File: config.mk
export PLATFORM = sky130hd
export DESIGN_NAME = syscall_ctrl
export DESIGN_NICKNAME = d
export VERILOG_FILES = /design/src/rtl/syscall_ctrl.sv
export SDC_FILE = /design/constraint.sdc
export NUM_CORES = 1
export LEC_CHECK = 0
export ABC_AREA = 0
export CAP_MARGIN = 20
export CORE_AREA = 2 2 120 122
export CTS_CLUSTER_SIZE = 16
export DETAILED_ROUTE_END_ITERATION = 7
export DIE_AREA = 0 0 122 124
export PLACE_DENSITY = 0.79
export SYNTH_ARGS = -nofsm -noshare
export SYNTH_HDL_FRONTEND = slang
export SYNTH_SLANG_ARGS = --single-unit
File: constraint.sdc
create_clock -name clk -period 2.35 [get_ports clk]
set_clock_uncertainty 0.1 [all_clocks]
set_input_delay 0.235 -clock clk [delete_from_list [all_inputs] [get_ports clk]]
set_output_delay 0.235 -clock clk [all_outputs]
set_load 0.01 [all_outputs]
File: src/rtl/syscall_ctrl.sv
// Syscall sequencing controller for the 5-stage pipeline.
// Detects a syscall retiring in WB, flushes younger instructions, freezes the
// pipeline while the console message is handed off, then resumes at pc+4 or
// halts the core for good.
//
// state   | meaning
// --------+-----------------------------------------------------------
// S_IDLE  | normal execution, watching WB for a syscall
// S_ISSUE | console message presented, waiting for acceptance/timeout
// S_DRAIN | post-acceptance stall window before resuming fetch
// S_HALT  | exit service taken; core frozen until reset
module syscall_ctrl #(
  parameter int DRAIN_CYCLES = 2,
  parameter int TIMEOUT      = 0,
  parameter int COUNT_W      = 16
) (
  input  logic               clk,
  input  logic               rst,
  input  logic               wb_valid,
  input  logic               wb_is_syscall,
  input  logic [31:0]        wb_pc,
  input  logic [31:0]        wb_v0,
  input  logic [31:0]        wb_a0,
  input  logic               console_ready,
  output logic               console_valid,
  output logic [1:0]         console_kind,
  output logic [31:0]        console_data,
  output logic               stall_req,
  output logic               flush_req,
  output logic               redirect_valid,
  output logic [31:0]        redirect_pc,
  output logic               halted,
  output logic               timeout_err,
  output logic [COUNT_W-1:0] syscall_count
);

  typedef enum logic [1:0] {S_IDLE, S_ISSUE, S_DRAIN, S_HALT} state_t;

  // Drain counter runs DRAIN_CYCLES-1 down to 0; wait counter runs 0 up to TIMEOUT-1.
  localparam int DW = (DRAIN_CYCLES > 1) ? $clog2(DRAIN_CYCLES) : 1;
  localparam int TW = (TIMEOUT > 1) ? $clog2(TIMEOUT) : 1;
  localparam logic [DW-1:0] DRAIN_LOAD = (DRAIN_CYCLES > 0) ? DW'(DRAIN_CYCLES - 1) : '0;
  localparam logic [TW-1:0] WAIT_LAST  = (TIMEOUT > 0) ? TW'(TIMEOUT - 1) : '0;

  state_t        state, state_nxt;
  logic [31:0]   cap_v0, cap_a0, cap_pc4;
  logic [DW-1:0] drain_cnt;
  logic [TW-1:0] wait_cnt;
  logic          detect, accept, expire, msg_done, is_exit, redirect_set;
  logic [1:0]    kind_c;
  logic [31:0]   data_c;

  assign detect   = (state == S_IDLE) && wb_valid && wb_is_syscall && !rst;
  assign accept   = (state == S_ISSUE) && console_ready;
  // Acceptance in the expiry cycle wins, so expiry requires !console_ready.
  assign expire   = (TIMEOUT > 0) && (state == S_ISSUE) && !console_ready &&
                    (wait_cnt == WAIT_LAST);
  assign msg_done = accept || expire;
  assign is_exit  = (cap_v0 == 32'd10);

  assign flush_req     = detect;
  assign stall_req     = (state != S_IDLE);
  assign halted        = (state == S_HALT);
  assign console_valid = (state == S_ISSUE);
  assign console_kind  = console_valid ? kind_c : 2'd0;
  assign console_data  = console_valid ? data_c : 32'd0;

  // Decode the captured service code into the console message.
  always_comb begin
    kind_c = 2'd2;
    data_c = cap_v0;
    if (cap_v0 == 32'd1) begin
      kind_c = 2'd0;
      data_c = cap_a0;
    end else if (is_exit) begin
      kind_c = 2'd1;
      data_c = 32'd0;
    end
  end

  // Next-state logic and the redirect strobe for the upcoming IDLE entry.
  always_comb begin
    state_nxt    = state;
    redirect_set = 1'b0;
    case (state)
      S_IDLE: begin
        if (detect) state_nxt = S_ISSUE;
      end
      S_ISSUE: begin
        if (msg_done) begin
          if (is_exit) begin
            state_nxt = S_HALT;
          end else if (DRAIN_CYCLES == 0) begin
            state_nxt    = S_IDLE;
            redirect_set = 1'b1;
          end else begin
            state_nxt = S_DRAIN;
          end
        end
      end
      S_DRAIN: begin
        if (drain_cnt == '0) begin
          state_nxt    = S_IDLE;
          redirect_set = 1'b1;
        end
      end
      S_HALT:  state_nxt = S_HALT;
      default: state_nxt = S_IDLE;
    endcase
  end

  // State, capture registers, timers and sticky status.
  always_ff @(posedge clk) begin
    if (rst) begin
      state          <= S_IDLE;
      cap_v0         <= '0;
      cap_a0         <= '0;
      cap_pc4        <= '0;
      drain_cnt      <= '0;
      wait_cnt       <= '0;
      redirect_valid <= 1'b0;
      redirect_pc    <= '0;
      timeout_err    <= 1'b0;
      syscall_count  <= '0;
    end else begin
      state          <= state_nxt;
      redirect_valid <= redirect_set;
      if (redirect_set) redirect_pc <= cap_pc4;
      if (detect) begin
        cap_v0  <= wb_v0;
        cap_a0  <= wb_a0;
        cap_pc4 <= wb_pc + 32'd4;
        if (syscall_count != '1) syscall_count <= syscall_count + COUNT_W'(1);
      end
      if (state != S_ISSUE)  wait_cnt <= '0;
      else if (!msg_done)    wait_cnt <= wait_cnt + TW'(1);
      if (state == S_ISSUE)                          drain_cnt <= DRAIN_LOAD;
      else if (state == S_DRAIN && drain_cnt != '0)  drain_cnt <= drain_cnt - DW'(1);
      if (expire) timeout_err <= 1'b1;
    end
  end

endmodule

==> summary.md <==
| Metric | Value |
|---|---|
| All-Layer GR Usage | `0.253` |
| Leak pwr | `between 3 and 4 nW` |
| Die area | `between 15000 and 20000 um2` |
| IO Port Bufs | `about 190` |
| Syn_nets | `between 800 and 900` |
| Mean Syn Cell Area | `8.27 um2` |
| TritonCTS Buffers | `17` |
| TritonRoute pass-1 iters | `5` |
| Final worst slack | `-0.405 ns` |
| Final Power | `5.89 mW` |
| Skew-Pair Late Insertion Delay | `0.42 ns` |
| Maximum VDD drop | `0.579 mV` |
| Fin. max-slew vios | `0` |
| Largest delay contributor family on the critical path | `simple AND/OR/NAND/NOR gates` |
| Largest net degree at the start of global routing | `149` |
| Total gr overflow | `0` |
| Initial Util | `0.472` |
| Data required, critical path | `just over 2 ns` |
| Tightest Hold Check Type | `primary input to flop` |
| Pwr dens | `roughly 620 nW/um2` |
| Boundary Pins | `around 190` |
| CP arrival | `between 2 and 2.5 ns` |
| First-pass GRT wire length | `29800 um` |
| Reg power frac | `0.452` |
| Crit share post-route | `1.17` |
| Main synth FF type | `dfxtp_1` |
| Netlist cell types | `45` |
| Core area | `between 10000 and 15000 um2` |
| Initial antenna violation count | `0` |
| CTS tree | `yes` |
| Rows | `43` |
| Switching pwr | `1.37 mW` |
| CTS Root Cell | `clkbuf_16` |
| Worst rel slew slack | `0.519` |
| Post-synthesis sequential area ratio | `0.457` |
| Clock Path Buffers | `2` |
| Synth top area share | `0.457` |
| Layout cell share with drive strength beyond 1 | `0.152` |
| GPL Wtd Cong | `about 0.85` |
| DR vias/cell | `5.25` |
| Number of synthesized register bits | `around 150` |
| Top cells by count, synth | `nand2_1 (183), dfxtp_1 (148), nand3b_1 (64), o21ai_1 (59), clkbuf_1 (47)` |
| WL/cell | `~16 um` |
| Synth top area cells | `dfxtp_1 (46%), nand2_1 (11%), nand3b_1 (7.4%)` |
| Slowest stage delay, CP | `0.54 ns` |
| Post-layout utilization of the core | `0.687` |
| Final ANT Viol Nets | `0` |
| Residual DRC | `0` |
| Most frequent cell after synthesis | `nand2_1` |
| Critical-path maximum fanout | `8` |
| Via count | `6286` |
| Status | `complete, but fails checks` |
| Buf/Inv on CP | `4` |
| # placed instances | `1155` |
| Logic gate share of total power | `0.109` |
| DIE WIDTH | `approximately 120 um` |
| Post-synth EDFFs | `0` |
| Nets | `about 1100` |
| Number of global-route vias before repair | `about 5900` |
| Worst slew pin tran | `between 0.7 and 0.8 ns` |
| Worst setup SP type | `flop` |
| Hold Vio Cnt, Final | `0` |
| H-tree level count | `4` |
| Sink Count | `approximately 150` |
| Fillers | `1112` |
| Failing checks | `setup timing` |
| Cell Area, Synth | `~6500 um2` |
| Sequence of cells on the critical path | `or4_4 -> nor3_4 -> nand4_4 -> nor4_4 -> buf_4 -> buf_6 -> buf_12 -> a22o_1 -> buf_2` |
| Post-synth ARST share | `0` |
| Post-synth top area cell | `dfxtp_1` |
| Setup-failing EPs final | `34` |
| Post-synthesis cell count | `just under 800` |
| F_max | `363 MHz` |
| Sw frac | `0.233` |
| 1st-iter DRT viols | `around 390` |
| Int Pwr | `about 4.5 mW` |
| RSZ-0062 raised after global routing | `true` |
| Hpwl dp | `roughly 12000 um` |
| Worst-path clk slew | `0.06 ns` |
| Setup CP Type | `flop to output pin` |
| Clock power frac | `0.439` |
| WL final | `about 19000 um` |
| Hold Slack | `between 0.2 and 0.25 ns` |
| Slowest CP cell | `or4_4` |
| ANT cells | `0` |
| Crit path time final | `2.76 ns` |
| Synthesis warning total | `0` |
| Maxcap violations | `0` |
| Die Height | `about 120 um` |
| Fin cells | `1198` |
| Kind of end point of the critical path | `output pin` |
| P&R area growth vs syn | `45.5%` |
-- sequential cells by signal, indices dropped and copies added, names as in the netlist --
register,flops
state,2
cap_a0,32
redirect_valid,1
cap_v0,32
drain_cnt,1
syscall_count,16
cap_pc4,32
redirect_pc,32
-- per-stage QoR --
stage | area [um2] | TNS (ns) | worst slack, ns
after floorplan | 6480 | 0 | 0.154
after global placement | 8860 | -9.03 | -0.295
after detailed placement | 8860 | -10.72 | -0.351
after CTS | 9470 | -14.08 | -0.473
after global routing | 9430 | -15.47 | -0.524
final | 9430 | -11.67 | -0.405
-- layout by cell type (no fill, tap or decap), types with 3 or more instances in the layout --
cell type and instances:
buf_12 3, nand2_1 183, buf_6 7, nand3_1 14
xnor2_1 31, or2_1 3, and4_1 5, and3_1 4
clkdlybuf4s50_1 151, nor2_1 32, xor2_1 11, buf_4 60
a22o_1 29, nand2b_1 32, clkbuf_16 17, nand3b_1 64
a21oi_1 37, inv_1 6, dfxtp_1 147, o21ai_1 59
nor4b_1 3, nand4_1 8, nor3_1 10, nor4_2 5
buf_2 33, clkbuf_8 4, nor4_1 12, clkinv_2 6
-- cells by family (layout without fill, tap and decap cells) --
kind of cell / Yosys count / count (layout) / share of synthesized area
flops: 148 / 148 / 0.457
fa+ha+maj: 2 / 2 / 0.00386
other cells: 1 / 1 / 0.000579
mux: 1 / 1 / 0.00154
buf+inv: 62 / 296 / 0.0394
compound gates: 135 / 135 / 0.125
xor+xnor: 42 / 42 / 0.0568
simple gates: 393 / 393 / 0.316
-- power by group through the flow --
stage          clock (mW)  sequential [mW]  combinational [mW]
2_1_floorplan           0             2.70               0.265
4_1_cts              2.61             2.66               0.640
6_report             2.59             2.66               0.642
3_3_place_gp            0             2.71               0.616
5_1_grt              2.73             2.67               0.695
3_5_place_dp            0             2.71               0.620
-- final cells by class --
class / instances / area, um2 / area share
multi-input combinational: 574 / 3330 / 0.354
sequential: 148 / 2960 / 0.314
timing repair buffer: 257 / 2320 / 0.246
clock buffer: 23 / 488 / 0.0517
tap: 180 / 225 / 0.0239
clock inverter: 9 / 76.3 / 0.00809
inverter: 7 / 26.3 / 0.00279
-- final timing paths --
path | from | end | slack (ns) | depth (start not counted)
min | wb_a0[17] | cap_a0[17]$_SDFFE_PP0P_ | 0.25 | 3
max | cap_v0[4]$_SDFFE_PP0P_ | console_data[6] | -0.41 | 9
min reg2reg | redirect_pc[1]$_SDFFE_PP0P_ | redirect_pc[1]$_SDFFE_PP0P_ | 0.35 | 2
max reg2reg | cap_v0[4]$_SDFFE_PP0P_ | state[0]$_SDFFE_PP0P_ | 0.13 | 9
-- routing by layer --
| layer | global-route usage | vias to the layer above | share of wire |
|---|---|---|---|
| met4 | 0.0862 | 0 | 0.022 |
| met5 | 0 | - | 0 |
| li1 | - | 3118 | - |
| met2 | 0.426 | 183 | 0.47 |
| met3 | 0.0765 | 33 | 0.067 |
| met1 | 0.309 | 2952 | 0.44 |
-- timing repair --
action	4_1_cts	5_1_grt
resized for setup	156	4
cloned	3	0
hold buffers	0	0
setup endpoints to repair	35	35
pin swaps	11	9
setup buffers	11	1
-- worst reg2reg max path, cell delays in order, from the launching register on --
cell and delay, ns:
dfxtp_2 0.31, or4_4 0.54, nor3_4 0.16, nand4_4 0.14
buf_4 0.17, buf_6 0.11, buf_6 0.10, nand2b_4 0.14
buf_4 0.13, a311oi_1 0.23
(Power assumes the default switching activity.)
==> edit, RTL diff (config.mk and constraints unchanged) <==
Put one more register stage on the output `redirect_pc`, with the module's reset. The value now appears one clock later. The other outputs are not delayed to match.
--- a/src/rtl/syscall_ctrl.sv
+++ b/src/rtl/syscall_ctrl.sv
@@ -41,6 +41,8 @@
   localparam int TW = (TIMEOUT > 1) ? $clog2(TIMEOUT) : 1;
   localparam logic [DW-1:0] DRAIN_LOAD = (DRAIN_CYCLES > 0) ? DW'(DRAIN_CYCLES - 1) : '0;
   localparam logic [TW-1:0] WAIT_LAST  = (TIMEOUT > 0) ? TW'(TIMEOUT - 1) : '0;
+
+  logic [31:0] redirect_pc_s0;
 
   state_t        state, state_nxt;
   logic [31:0]   cap_v0, cap_a0, cap_pc4;
@@ -119,13 +121,13 @@
       drain_cnt      <= '0;
       wait_cnt       <= '0;
       redirect_valid <= 1'b0;
-      redirect_pc    <= '0;
+      redirect_pc_s0 <= '0;
       timeout_err    <= 1'b0;
       syscall_count  <= '0;
     end else begin
       state          <= state_nxt;
       redirect_valid <= redirect_set;
-      if (redirect_set) redirect_pc <= cap_pc4;
+      if (redirect_set) redirect_pc_s0 <= cap_pc4;
       if (detect) begin
         cap_v0  <= wb_v0;
         cap_a0  <= wb_a0;
@@ -140,5 +142,13 @@
     end
   end
 
+  always_ff @(posedge clk) begin
+    if (rst) begin
+      redirect_pc <= '0;
+    end else begin
+      redirect_pc <= redirect_pc_s0;
+    end
+  end
+
 endmodule
 
Check against the original RTL: not equivalent (a bounded check fails within 10 cycles, from zero or initial values and one cycle with rst high).
==> edit against the original RTL <==
The flow still finishes with violations (setup timing). Wire length up 1.7%. Via count up 3.9%. Sequential cell count up 32. First-iteration DRC count up 6.7%. Final area up 8.7%. Synthesized area up 12%. Setup slack better by 0.21 ns. Global-route usage up 0.96 points. Power up 18%. Die area unchanged. Highest routed layer unchanged.
==> edit: results (changes against the original RTL) <==
Run status
  – Outcome: finished with violations (unchanged)
  – Failing checks: setup timing (unchanged)

Power
  – Comb. pwr: 646 uW (was 642 uW)
  – Overall power: 6.93 mW (was 5.89 mW)
  – P_clk: 3.04 mW (was 2.59 mW)
  – Max VDD drop: 0.569 mV (was 0.579 mV)
  – Sw Share: 22.7% (was 23.3%)

Yosys
  – Post-synthesis cell type count: 51 (was 45)
  – Largest cells by area after synthesis: dfxtp_1 (50%), nand3b_1 (9.4%), nand2_1 (7.8%) (was dfxtp_1 (46%), nand2_1 (11%), nand3b_1 (7.4%))
  – XOR/XNOR Fraction of Synth Area: 4.58% (was 5.68%)
  – Syn Area/Cell: 9.23 um^2 (was 8.27 um^2)
  – Sequential area share after synthesis: 49.6% (was 45.7%)
  – Multiplexer share of the synthesized area: 0.551% (was 0.154%)

Routing
  – Met3 WL: 1110 um (was 1290 um)
  – Wire length on met1: 8210 um (was 8450 um)
  – Total wire length: 19600 um (was 19300 um)
  – DRT iter0 DRCs: 413 (was 387)

Place
  – GPL Wtd Cong: 0.854 (was 0.848)
  – Post-DP HPWL: 12900 um (was 12300 um)

Hold path
  – Hold path start: wb_a0[12] (was wb_a0[17])
  – WHS Endpoint: cap_a0[12] (was cap_a0[17])

Global routing
  – Met2 Use GR: 43.4% (was 42.6%)
  – GR Util met1: 32.4% (was 30.9%)
  – Largest net degree at the start of global routing: 84 (was 149)
  – GRT Total Usage: 26.3% (was 25.3%)
  – First-pass GRT wire length: 31300 um (was 29800 um)

Layout
  – Post-layout util: 74.7% (was 68.7%)
  – Nonclk inv count: 14 (was 7)
  – Final net count: 1101 (was 1108)
  – Share of layout cells above drive strength 1: 15.6% (was 15.2%)
  – Multi-input gate area: 0.00346 mm^2 (was 0.00333 mm^2)
  – Finished Layout Cells: 1191 (was 1198)
  – CLK BUF: 19 (was 23)
  – Clk cell area share: 6.22% (was 5.98%)
  – Fill cell count: 1018 (was 1112)
  – Non-clock buffer count: 244 (was 257)
  – Seq area share: 35.2% (was 31.4%)

Timing
  – Hold slack final: 0.239 ns (was 0.247 ns)
  – Slew HR: 44.0% (was 51.9%)
  – # setup viols final: 32 (was 34)
  – Setup slack after layout: -0.195 ns (was -0.405 ns)

Critical path
  – Critical path peak fanout: 7 (was 8)
  – FF-to-FF setup slack: 0.15 ns (was 0.13 ns)
  – CP arrival: 2.21 ns (was 2.42 ns)
  – Crit path capture: console_data[4] (was console_data[6])
  – Worst reg2reg path depth: 10 (was 9)
[edit: cell types whose count changed in the layout (fill, tap and decap cells not counted), sizes merged, moves of 5 or more]
cell and change:
nand2 -30, buf -15, nand2b -32, inv +10
o22a +32, xnor2 -9, xor2 +5, nor2b +30
a21oi -30, dfxtp +32, o21ai -29, nand3b +27
[edit: logic make-up (layout without fill, tap and decap cells)]
| group | Yosys count | count (layout) |
|---|---|---|
| AO/OA/AOI/OAI | 116 | 116 |
| XOR/XNOR | 38 | 38 |
| adder cells (fa/ha/maj) | 2 | 2 |
| buffers and inverters | 67 | 290 |
| flip-flops | 180 | 180 |
| multiplexers | 4 | 4 |
| other | 1 | 1 |
| AND/OR/NAND/NOR | 380 | 380 |
[edit: what timing repair did]
action	in CTS	in global routing
gates resized for setup	153	13
endpoints found under the setup margin	36	36
pin swaps	12	12
cloned	3	0
buffers inserted	4	2
hold buffers	0	0
